**src/rtl/audio_sram_pkg.sv**
```systemverilog
// Shared widths, FSM state encoding and the PCM byte-swap helper for the
// audio SRAM streamer.
package audio_sram_pkg;

    localparam int ADDR_W = 20;
    localparam int DATA_W = 16;

    typedef enum logic [1:0] {
        IDLE    = 2'd0,
        AUD_RD  = 2'd1,
        HOST_RD = 2'd2
    } state_t;

    // Little-endian PCM words arrive with their bytes reversed.
    function automatic logic [DATA_W-1:0] byte_swap(input logic [DATA_W-1:0] w);
        return {w[7:0], w[15:8]};
    endfunction

endpackage

```
**src/rtl/sample_fifo.sv**
```systemverilog
// Prefetch FIFO for audio samples. Flush wins over push/pop; the head word
// is presented combinationally on dout.
module sample_fifo
    import audio_sram_pkg::*;
#(
    parameter int DEPTH = 8
) (
    input  logic                    clk,
    input  logic                    reset,
    input  logic                    flush,
    input  logic                    push,
    input  logic                    pop,
    input  logic [DATA_W-1:0]       din,
    output logic [DATA_W-1:0]       dout,
    output logic [$clog2(DEPTH):0]  count,
    output logic                    empty,
    output logic                    full
);

    localparam int AW = $clog2(DEPTH);

    logic [DATA_W-1:0] mem_q [DEPTH];
    logic [DATA_W-1:0] mem_d [DEPTH];
    logic [AW-1:0]     wr_ptr_q, wr_ptr_d;
    logic [AW-1:0]     rd_ptr_q, rd_ptr_d;
    logic [AW:0]       count_q, count_d;
    logic              do_push, do_pop;

    assign empty   = (count_q == '0);
    assign full    = (count_q == (AW+1)'(DEPTH));
    assign count   = count_q;
    assign dout    = mem_q[rd_ptr_q];
    assign do_push = push & ~full;
    assign do_pop  = pop & ~empty;

    // Next-state for storage, pointers and occupancy.
    always_comb begin
        mem_d    = mem_q;
        wr_ptr_d = wr_ptr_q;
        rd_ptr_d = rd_ptr_q;
        count_d  = count_q;
        if (flush) begin
            wr_ptr_d = '0;
            rd_ptr_d = '0;
            count_d  = '0;
        end else begin
            if (do_push) begin
                mem_d[wr_ptr_q] = din;
                wr_ptr_d        = wr_ptr_q + AW'(1);
            end
            if (do_pop)
                rd_ptr_d = rd_ptr_q + AW'(1);
            case ({do_push, do_pop})
                2'b10:   count_d = count_q + (AW+1)'(1);
                2'b01:   count_d = count_q - (AW+1)'(1);
                default: count_d = count_q;
            endcase
        end
    end

    // State registers.
    always_ff @(posedge clk or posedge reset) begin
        if (reset) begin
            for (int i = 0; i < DEPTH; i++) mem_q[i] <= '0;
            wr_ptr_q <= '0;
            rd_ptr_q <= '0;
            count_q  <= '0;
        end else begin
            mem_q    <= mem_d;
            wr_ptr_q <= wr_ptr_d;
            rd_ptr_q <= rd_ptr_d;
            count_q  <= count_d;
        end
    end

endmodule

```
**src/rtl/audio_sram_streamer.sv**
```systemverilog
// Read-only SRAM sequencer: streams an audio address window into a prefetch
// FIFO for the codec and interleaves single-word host reads. Audio has
// priority while the FIFO is under half full.
module audio_sram_streamer
    import audio_sram_pkg::*;
#(
    parameter int READ_WAIT  = 2,
    parameter int FIFO_DEPTH = 8,
    parameter bit SWAP_BYTES = 1'b1
) (
    input  logic        clk,
    input  logic        reset,
    input  logic        play,
    input  logic        loop,
    input  logic [19:0] start_addr,
    input  logic [19:0] end_addr,
    input  logic        sample_req,
    output logic [15:0] sample_out,
    output logic        sample_valid,
    output logic        underrun,
    output logic        done,
    input  logic        host_req,
    input  logic [19:0] host_addr,
    output logic [15:0] host_rdata,
    output logic        host_ack,
    output logic [19:0] SRAM_ADDR,
    output logic        SRAM_CE_N,
    output logic        SRAM_OE_N,
    output logic        SRAM_WE_N,
    output logic        SRAM_UB_N,
    output logic        SRAM_LB_N,
    input  logic [15:0] SRAM_DQ
);

    localparam int CW = $clog2(FIFO_DEPTH) + 1;
    localparam int WW = (READ_WAIT > 1) ? $clog2(READ_WAIT) : 1;

    state_t              state_q, state_d;
    logic [WW-1:0]       wait_q, wait_d;
    logic [ADDR_W-1:0]   addr_q, addr_d;
    logic [ADDR_W-1:0]   rd_ptr_q, rd_ptr_d;
    logic [ADDR_W-1:0]   start_q, start_d;
    logic [ADDR_W-1:0]   end_q, end_d;
    logic                play_q;
    logic                finished_q, finished_d;
    logic                discard_q, discard_d;
    logic [DATA_W-1:0]   host_rdata_q, host_rdata_d;
    logic                host_ack_q, host_ack_d;
    logic [DATA_W-1:0]   sample_out_q, sample_out_d;
    logic                sample_valid_q, sample_valid_d;
    logic                underrun_q, underrun_d;
    logic                done_q, done_d;

    logic                fifo_push, fifo_pop, fifo_flush;
    logic [DATA_W-1:0]   fifo_din, fifo_dout;
    logic [CW-1:0]       fifo_count;
    logic                fifo_empty, fifo_full;

    logic play_rise, play_fall, play_edge, playing;
    logic aud_elig, aud_low, host_elig, last_rd, rd_active;

    assign play_rise = play & ~play_q;
    assign play_fall = ~play & play_q;
    assign play_edge = play_rise | play_fall;
    assign playing   = play & play_q;

    assign aud_elig  = playing & ~finished_q & ~fifo_full;
    assign aud_low   = (fifo_count < CW'(FIFO_DEPTH / 2));
    assign host_elig = host_req & ~host_ack_q;
    assign last_rd   = (wait_q == WW'(READ_WAIT - 1));

    sample_fifo #(.DEPTH(FIFO_DEPTH)) u_fifo (
        .clk   (clk),
        .reset (reset),
        .flush (fifo_flush),
        .push  (fifo_push),
        .pop   (fifo_pop),
        .din   (fifo_din),
        .dout  (fifo_dout),
        .count (fifo_count),
        .empty (fifo_empty),
        .full  (fifo_full)
    );

    // Arbitration, access sequencing, pointer update and codec-side handshake.
    always_comb begin
        state_d        = state_q;
        wait_d         = wait_q;
        addr_d         = addr_q;
        rd_ptr_d       = rd_ptr_q;
        start_d        = start_q;
        end_d          = end_q;
        finished_d     = finished_q;
        discard_d      = discard_q;
        host_rdata_d   = host_rdata_q;
        host_ack_d     = 1'b0;
        sample_out_d   = sample_out_q;
        sample_valid_d = sample_req;
        underrun_d     = underrun_q;
        done_d         = finished_q & fifo_empty;
        fifo_push      = 1'b0;
        fifo_pop       = 1'b0;
        fifo_flush     = play_edge;
        fifo_din       = SWAP_BYTES ? byte_swap(SRAM_DQ) : SRAM_DQ;

        case (state_q)
            IDLE: begin
                wait_d = '0;
                if (aud_elig && (aud_low || !host_elig)) begin
                    state_d   = AUD_RD;
                    addr_d    = rd_ptr_q;
                    discard_d = 1'b0;
                end else if (host_elig) begin
                    state_d = HOST_RD;
                    addr_d  = host_addr;
                end
            end
            AUD_RD: begin
                // A play edge mid-read orphans the word; the pins still finish.
                if (play_edge) discard_d = 1'b1;
                if (last_rd) begin
                    state_d = IDLE;
                    wait_d  = '0;
                    if (!(discard_q || play_edge)) begin
                        fifo_push = 1'b1;
                        if (rd_ptr_q == end_q) begin
                            if (loop) rd_ptr_d = start_q;
                            else      finished_d = 1'b1;
                        end else begin
                            rd_ptr_d = rd_ptr_q + ADDR_W'(1);
                        end
                    end
                end else begin
                    wait_d = wait_q + WW'(1);
                end
            end
            HOST_RD: begin
                if (last_rd) begin
                    state_d      = IDLE;
                    wait_d       = '0;
                    host_rdata_d = SRAM_DQ;
                    host_ack_d   = 1'b1;
                end else begin
                    wait_d = wait_q + WW'(1);
                end
            end
            default: state_d = IDLE;
        endcase

        // New playback session: latch window, restart pointer, clear status.
        if (play_rise) begin
            start_d    = start_addr;
            end_d      = (start_addr > end_addr) ? start_addr : end_addr;
            rd_ptr_d   = start_addr;
            finished_d = 1'b0;
            done_d     = 1'b0;
            underrun_d = 1'b0;
        end

        if (sample_req) begin
            if (fifo_empty) begin
                sample_out_d = '0;
                underrun_d   = 1'b1;
            end else begin
                sample_out_d = fifo_dout;
                fifo_pop     = 1'b1;
            end
        end
    end

    // State registers.
    always_ff @(posedge clk or posedge reset) begin
        if (reset) begin
            state_q        <= IDLE;
            wait_q         <= '0;
            addr_q         <= '0;
            rd_ptr_q       <= '0;
            start_q        <= '0;
            end_q          <= '0;
            play_q         <= 1'b0;
            finished_q     <= 1'b0;
            discard_q      <= 1'b0;
            host_rdata_q   <= '0;
            host_ack_q     <= 1'b0;
            sample_out_q   <= '0;
            sample_valid_q <= 1'b0;
            underrun_q     <= 1'b0;
            done_q         <= 1'b0;
        end else begin
            state_q        <= state_d;
            wait_q         <= wait_d;
            addr_q         <= addr_d;
            rd_ptr_q       <= rd_ptr_d;
            start_q        <= start_d;
            end_q          <= end_d;
            play_q         <= play;
            finished_q     <= finished_d;
            discard_q      <= discard_d;
            host_rdata_q   <= host_rdata_d;
            host_ack_q     <= host_ack_d;
            sample_out_q   <= sample_out_d;
            sample_valid_q <= sample_valid_d;
            underrun_q     <= underrun_d;
            done_q         <= done_d;
        end
    end

    // Pins are decoded straight from the registered state, so reset idles
    // them without waiting for a clock.
    assign rd_active    = (state_q != IDLE);
    assign SRAM_ADDR    = addr_q;
    assign SRAM_CE_N    = ~rd_active;
    assign SRAM_OE_N    = ~rd_active;
    assign SRAM_UB_N    = ~rd_active;
    assign SRAM_LB_N    = ~rd_active;
    assign SRAM_WE_N    = 1'b1;

    assign sample_out   = sample_out_q;
    assign sample_valid = sample_valid_q;
    assign underrun     = underrun_q;
    assign done         = done_q;
    assign host_rdata   = host_rdata_q;
    assign host_ack     = host_ack_q;

endmodule

```
**config.mk**
```make
export PLATFORM = sky130hd
export DESIGN_NAME = audio_sram_streamer
export DESIGN_NICKNAME = d
export VERILOG_FILES = /design/src/rtl/audio_sram_pkg.sv /design/src/rtl/sample_fifo.sv /design/src/rtl/audio_sram_streamer.sv
export SDC_FILE = /design/constraint.sdc
export NUM_CORES = 1
export LEC_CHECK = 0
export BUFFER_PORTS_ARGS = -buffer_cell sky130_fd_sc_hd__buf_2
export CORE_MARGIN = 2
export CORE_UTILIZATION = 59
export CTS_BUF_LIST = sky130_fd_sc_hd__clkbuf_16
export DETAILED_ROUTE_END_ITERATION = 8
export PLACE_DENSITY = 0.79
export SYNTH_ARGS = -nofsm -noshare
export SYNTH_HDL_FRONTEND = slang
export SYNTH_SLANG_ARGS = --single-unit
```
**constraint.sdc**
```tcl
create_clock -name clk -period 11.45 [get_ports clk]
set_input_delay 1.7175 -clock clk [delete_from_list [all_inputs] [get_ports clk]]
set_output_delay 1.7175 -clock clk [all_outputs]
set_load 0.01 [all_outputs]
```
==> results of run 1 <==
==> per-stage QoR <==
step	worst slack [ns]	power, mW	instances	area [µm²]
after detailed placement	7.015	2.047	1423	13840
final	7.518	2.826	1470	14630
after global placement	7.124	2.023	1423	13840
after CTS	7.551	2.836	1469	14630
after global routing	7.347	2.978	1469	14630
after floorplan	2.577	1.793	1061	13000
==> worst min-delay path, cell delays in order, from the launching register on <==
cell and delay [ns]:
dfrtp_1 0.33, nand2_1 0.04, o21ai_0 0.06
==> power by group through the flow <==
stage / logic (mW) / registers (mW) / clock network [mW]
floorplan: 0.562 / 1.23 / 0
global placement: 0.770 / 1.25 / 0
detailed placement: 0.788 / 1.26 / 0
CTS: 0.794 / 1.24 / 0.797
global route: 0.874 / 1.27 / 0.836
finish: 0.790 / 1.25 / 0.787
==> final cells by class <==
type	instances	area [µm²]	share of cell area, %
timing repair buffer	156	818.3	5.593
tap	280	350.3	2.395
multi-input combinational	683	5989	40.94
clock buffer	28	700.7	4.789
antenna	1	2.502	0.01710
inverter	44	172.7	1.180
sequential	260	6509	44.49
clock inverter	18	87.58	0.5986
==> metal layers <==
layer / vias to the layer above / global-route usage, % / part of all wire, %
li1: 4105 / - / -
met3: 63 / 4.096 / 5.9
met5: - / 0 / 0
met4: 0 / 7.628 / 2.7
met2: 332 / 41.83 / 46
met1: 4562 / 37.46 / 45
==> cell families after synthesis <==
logic type      share of synthesized area [%]
flops                                   50.05
fa+ha+maj                               2.984
mux                                     22.15
compound gates                          10.96
simple gates                            7.065
buf+inv                                 3.994
other cells                           0.02885
xor+xnor                                2.763
==> flip-flops by register name, indices dropped and copies added, names as in the netlist, 2 cells and up <==
signal	flops
u_fifo.mem_q	128
SRAM_ADDR	20
end_q	20
rd_ptr_q	20
start_q	20
host_rdata	16
sample_out	16
u_fifo.count	4
u_fifo.rd_ptr_q	3
u_fifo.wr_ptr_q	3
state_q	2
==> worst max path at each step <==
stage | startpoint | to | cells after the start
final | play | u_fifo.mem_q[52]$_DFFE_PP0P_ | 8
after global routing | play | u_fifo.mem_q[52]$_DFFE_PP0P_ | 8
after CTS | play | u_fifo.mem_q[55]$_DFFE_PP0P_ | 8
after floorplan | reset | SRAM_ADDR[0]$_DFFE_PP0P_ | 1
after global placement | play | u_fifo.mem_q[52]$_DFFE_PP0P_ | 8
after detailed placement | play | u_fifo.mem_q[49]$_DFFE_PP0P_ | 8
==> cells in the final DEF (no fill, tap or decap), drive strengths merged, types with 4 or more instances in the layout <==
cell	count
ha	31
o221a	5
o21ai	58
a211oi	15
nor4	9
nand2	51
nand2b	4
mux4	32
nor2b	7
buf	156
o211ai	6
nand4	8
nor2	39
a311oi	15
xnor2	15
or2	16
clkinv	8
clkbuf	28
mux2	157
o31ai	19
mux2i	39
a22oi	8
nor3	9
nand3	15
o2bb2ai	17
xor2	26
inv	53
a31oi	13
dfrtp	260
a21oi	28
and2	7
==> flow_summary.json, run 1 <==
{
  "fin_nets": 1286,
  "cts_resized": 0,
  "worstSetupStartpointType": "input port",
  "status": "completed",
  "power.internal_mw": 1.896,
  "setup_tns_ns": 0,
  "combPwrFrac_pct": 28.0,
  "slowest_stage": "nor3b_4",
  "holdPathEnd": "SRAM_ADDR[18]$_DFFE_PP0P_",
  "r2r_slack_ns": 8.19,
  "cp_top_family": "simple AND/OR/NAND/NOR gates",
  "rr_endpoint": "u_fifo.count[3]$_DFFE_PP0P_",
  "grtUsageTotal_pct": 26.09,
  "die_area_um2": 23230,
  "leakagePower_nw": 6.902,
  "maxCapViolCount": 0,
  "whs_ns": 0.4738,
  "min_period_over_period_pct": 34.34,
  "drt_wl_total_um": 30190,
  "r2r_start": "u_fifo.count[0]$_DFFE_PP0P_",
  "cts.sinks": 260,
  "synth-seq-cells": 260,
  "worstPathRequired_ns": 11.87,
  "numCtsBuffers": 28,
  "max_freq_mhz": 254.3,
  "irDropWorstVdd_mv": 0.1273,
  "hold_buffers": 0,
  "fin_util_pct": 67.25,
  "slew_viol_final": 0,
  "drive_above_1_share_pct": 34.90,
  "gp_congestion": 0.8649,
  "r2r_cells": 9,
  "cts_tree": "built",
  "num_vias": 9062,
  "die_x_um": 152.4,
  "pwr-share-clk_pct": 27.9,
  "first_pass_iters": 6,
  "post_cts_buffers": 0,
  "io_pins": 143,
  "crit_type": "input port to flop",
  "relSlewSlack_pct": 22.57,
  "synthMostInstantiatedCell": "dfrtp_1",
  "rsz0062_at_grt": "no",
  "synth_edf_count": 0,
  "grt-ovfl-total": 0,
  "cts_buffer_depth": 3,
  "yosysSeqAreaShare_pct": 50.05,
  "syn_area_per_cell_um2": 12.25,
  "rows": 54,
  "synth_fp_nets": 1174,
  "syn_inst": 1061,
  "fin_crit_ns": 3.932,
  "synth_cell_types": 67,
  "core-area_um2": 21760,
  "fillers": 1564,
  "hpwl_um": 19970,
  "grt_pass1_vias": 9127,
  "hold_violations": 0,
  "grt_pass1_wl_um": 49000,
  "wire_per_inst_um": 20.53,
  "synth_common_cells": "dfrtp_1, mux2_2, o21ai_0",
  "antenna_left": 0,
  "clkSlewWorstSetupHoldPaths_ns": 0.06,
  "syn_area_um2": 13000,
  "setup_violations": 0,
  "power.density_nw_per_um2": 193.2,
  "antenna_found_initial": 1,
  "drtIter0Drc": 589,
  "synth_top_area_cell": "dfrtp_1",
  "path_buf_inv": 2,
  "path_max_fanout": 16,
  "synth_top_area_share_pct": 50.05,
  "syn_to_final_growth_pct": 12.55,
  "numPortBuffers": 141,
  "arrival_ns": 4.35,
  "synth_ff_type": "dfrtp_1",
  "die_y_um": 152.4,
  "fin_skew_ns": 0.02567,
  "min_path_type": "flop to flop",
  "seqPwrFrac_pct": 44.2,
  "path_cells": "buf_2 -> ha_4 -> nand4b_1 -> a21oi_1 -> buf_4 -> nand2b_1 -> nor3b_4 -> mux2_2",
  "p_sw_mw": 0.9301,
  "worst_pin_slew_ns": 1.161,
  "p_sw_share_pct": 32.91,
  "via_per_inst": 6.165,
  "critPathMaxStageDelay_ns": 0.91,
  "synthTopCellsByArea": "dfrtp_1, mux2_2, mux4_2, mux2i_1, ha_1",
  "h-tree-depth": 1,
  "yosysWarnings": 0,
  "clock_latency_ns": 0.55,
  "grt_max_degree": 113,
  "start_util_pct": 59.75,
  "min-delay-start": "SRAM_ADDR[18]$_DFFE_PP0P_",
  "cts_root_buf": "clkbuf_16",
  "end_kind": "flop",
  "async_flop_share_pct": 100.0,
  "drc": 0,
  "holdPathStages": 2
}
(Power assumes the default switching activity.)
==> run 2: changes to the inputs <==
Settings changed: ABC_AREA set to 1, CORE_UTILIZATION 59 to 54, PLACE_DENSITY 0.79 to 0.76.
Clock period 11.45 ns to 3.4 ns, I/O delays scaled along.
==> run 2 against run 1 <==
- sequential power increased to 3.4 times the previous value
- design area is 3.5% higher
- clock power rose to 3.9 times the previous value
- register-to-register slack lost 7.1 ns
- area after synthesis rose by 2.4%
- hold slack worse by 0.39 ns
- global-route usage is 1.3 points higher
- cell count rose by 43%
==> flow_summary.json, run 2 <==
{
  "min-delay-start": "sample_req",
  "die_x_um": 161.0,
  "holdPathStages": 1,
  "relSlewSlack_pct": 36.22,
  "cts_resized": 0,
  "via_per_inst": 5.506,
  "grt_pass1_wl_um": 57430,
  "registers.top_by_ff_count": "u_fifo.mem_q",
  "rr_endpoint": "rd_ptr_q[5]$_DFFE_PP0P_",
  "final_cells": 2102,
  "dp.cells": 2051,
  "holdPathEnd": "sample_valid$_DFF_PP0_",
  "die_area_um2": 25930,
  "drt_wl_total_um": 34850,
  "arrival_ns": 2.76,
  "synthTopCellsByArea": "dfrtp_1, nand2_1, o21ai_0, inv_1, o21ai_1",
  "r2r_start": "rd_ptr_q[14]$_DFFE_PP0P_",
  "numCtsBuffers": 28,
  "syn_area_per_cell_um2": 8.065,
  "power.density_nw_per_um2": 691.6,
  "clkSlewWorstSetupHoldPaths_ns": 0.06,
  "rsz0062_at_grt": "no",
  "num_vias": 11574,
  "setup_slack_ns": 1.065,
  "hold_buffers": 0,
  "r2r_cells": 11,
  "r2r_slack_ns": 1.07,
  "start_util_pct": 54.91,
  "die_y_um": 161.0,
  "syn_area_um2": 13320,
  "fin_util_pct": 62.46,
  "max_freq_mhz": 428.3,
  "synth_top_area_share_pct": 48.86,
  "leakagePower_nw": 7.762,
  "h-tree-depth": 1,
  "fin_nets": 1870,
  "synth-seq-cells": 260,
  "yosysSeqAreaShare_pct": 48.86,
  "cts_buffer_depth": 3,
  "post_cts_buffers": 0,
  "path_max_fanout": 14,
  "min_path_type": "input port to flop",
  "layout_common_cells": "nand2_1, dfrtp_1, buf_2",
  "slew_viol_final": 0,
  "grtUsageTotal_pct": 27.40,
  "cts_tree": "built",
  "synthMostInstantiatedCell": "nand2_1",
  "io_pins": 143,
  "worstSetupStartpointType": "flop",
  "pre_cts_ws_ns": 0.8401,
  "mostFrequentLayoutCell": "nand2_1",
  "status": "completed",
  "maxCapViolCount": 0,
  "drive_above_1_share_pct": 14.00,
  "numPortBuffers": 141,
  "antenna_left": 0,
  "async_flop_share_pct": 100.0,
  "grt-ovfl-total": 0,
  "cts_root_buf": "clkbuf_16",
  "grt_max_degree": 67,
  "worstPathRequired_ns": 3.83,
  "min_period_over_period_pct": 68.66,
  "rows": 57,
  "synth_top_area_cell": "dfrtp_1",
  "fillers": 2112,
  "first_pass_iters": 5,
  "grt_pass1_vias": 11252,
  "wire_per_inst_um": 16.58,
  "drtIter0Drc": 1024,
  "core-area_um2": 24250,
  "hold_violations": 0,
  "end_kind": "flop",
  "synth_cell_types": 40,
  "clock_latency_ns": 0.56,
  "synth_edf_count": 0,
  "worst_pin_slew_ns": 0.9544,
  "largest_reg_flops": 128,
  "antenna_found_initial": 0,
  "synth_common_cells": "nand2_1, dfrtp_1, inv_1",
  "fin_skew_ns": 0.01826,
  "synth_fp_nets": 1764,
  "setup_violations": 0,
  "synth_ff_type": "dfrtp_1",
  "irDropWorstVdd_mv": 0.4360,
  "drc": 0,
  "yosysWarnings": 0,
  "crit_type": "flop to flop",
  "fin_crit_ns": 2.335,
  "syn_to_final_growth_pct": 13.75,
  "syn_inst": 1651,
  "gp_congestion": 0.9511,
  "cts.sinks": 260,
  "diodes": 0,
  "hpwl_um": 23550,
  "whs_ns": 0.08454,
  "setup_tns_ns": 0
}
==> run 2: metrics by stage <==
| stage | power [mW] | cell area [µm²] |
|---|---|---|
| after floorplan | 6.409 | 13320 |
| after global placement | 7.341 | 14220 |
| after detailed placement | 7.456 | 14220 |
| after CTS | 10.54 | 15150 |
| after global routing | 11.17 | 15150 |
| final | 10.47 | 15150 |
==> run 2: cell families (layout without fill, tap and decap cells) <==
group	count (synthesis)	in the layout	share of synthesized area, %
xor gates and xnor gates	19	19	1.250
muxes	26	26	1.955
DFF	260	260	48.86
AOI/OAI and AO/OA	310	310	12.81
buffers and inverters	236	363	7.611
other	1	1	0.02816
adders and majority gates	31	31	2.913
and+or+nand+nor	768	768	24.57
==> run 2: worst max-delay path, stage by stage, from the launching register on <==
cell     delay [ns]
dfrtp_1        0.47
xnor2_1        0.24
nand3_1        0.11
nor2_1         0.13
nand2_1        0.06
nor2_1         0.10
buf_4          0.20
nand2_1        0.06
nand3_1        0.37
inv_2          0.26
nand2_1        0.14
nand2_1        0.07
==> run 2: cell type report <==
cell class	count	area [µm²]	area share [%]
Clock buffer	28	700.7	4.626
Clock inverter	23	229.0	1.512
Inverter	148	560.5	3.701
Multi-Input combinational cell	1155	5802	38.31
Sequential cell	260	6507	42.97
Tap cell	324	405.4	2.677
Timing Repair Buffer	164	940.9	6.212
==> run 2: report_power, final <==
group / leakage [nW] / internal, mW / switching, mW
logic: 3.86 / 1.17 / 2.06
registers: 3.42 / 3.68 / 0.507
clock network: 0.478 / 1.80 / 1.25
total: 7.76 / 6.65 / 3.82
==> run 2: worst max path at each step <==
| stage | start | endpoint | slack (ns) | depth (start not counted) |
|---|---|---|---|---|
| floorplan | reset | SRAM_ADDR[0]$_DFFE_PP0P_ | -0.54 | 1 |
| global placement | play | rd_ptr_q[1]$_DFFE_PP0P_ | 0.88 | 8 |
| finish | rd_ptr_q[14]$_DFFE_PP0P_ | rd_ptr_q[5]$_DFFE_PP0P_ | 1.07 | 11 |
| detailed placement | play | u_fifo.mem_q[83]$_DFFE_PP0P_ | 0.84 | 9 |
| CTS | rd_ptr_q[14]$_DFFE_PP0P_ | rd_ptr_q[5]$_DFFE_PP0P_ | 1.08 | 11 |
| global route | rd_ptr_q[7]$_DFFE_PP0P_ | rd_ptr_q[5]$_DFFE_PP0P_ | 0.82 | 11 |
==> run 2: per-layer routing <==
metal,up-vias,global-route usage (%),part of all wire (%)
met3,97,2.825,5.0
li1,5588,-,-
met5,-,0,0
met1,5529,35.76,41
met2,360,46.64,48
met4,0,12.30,5.2
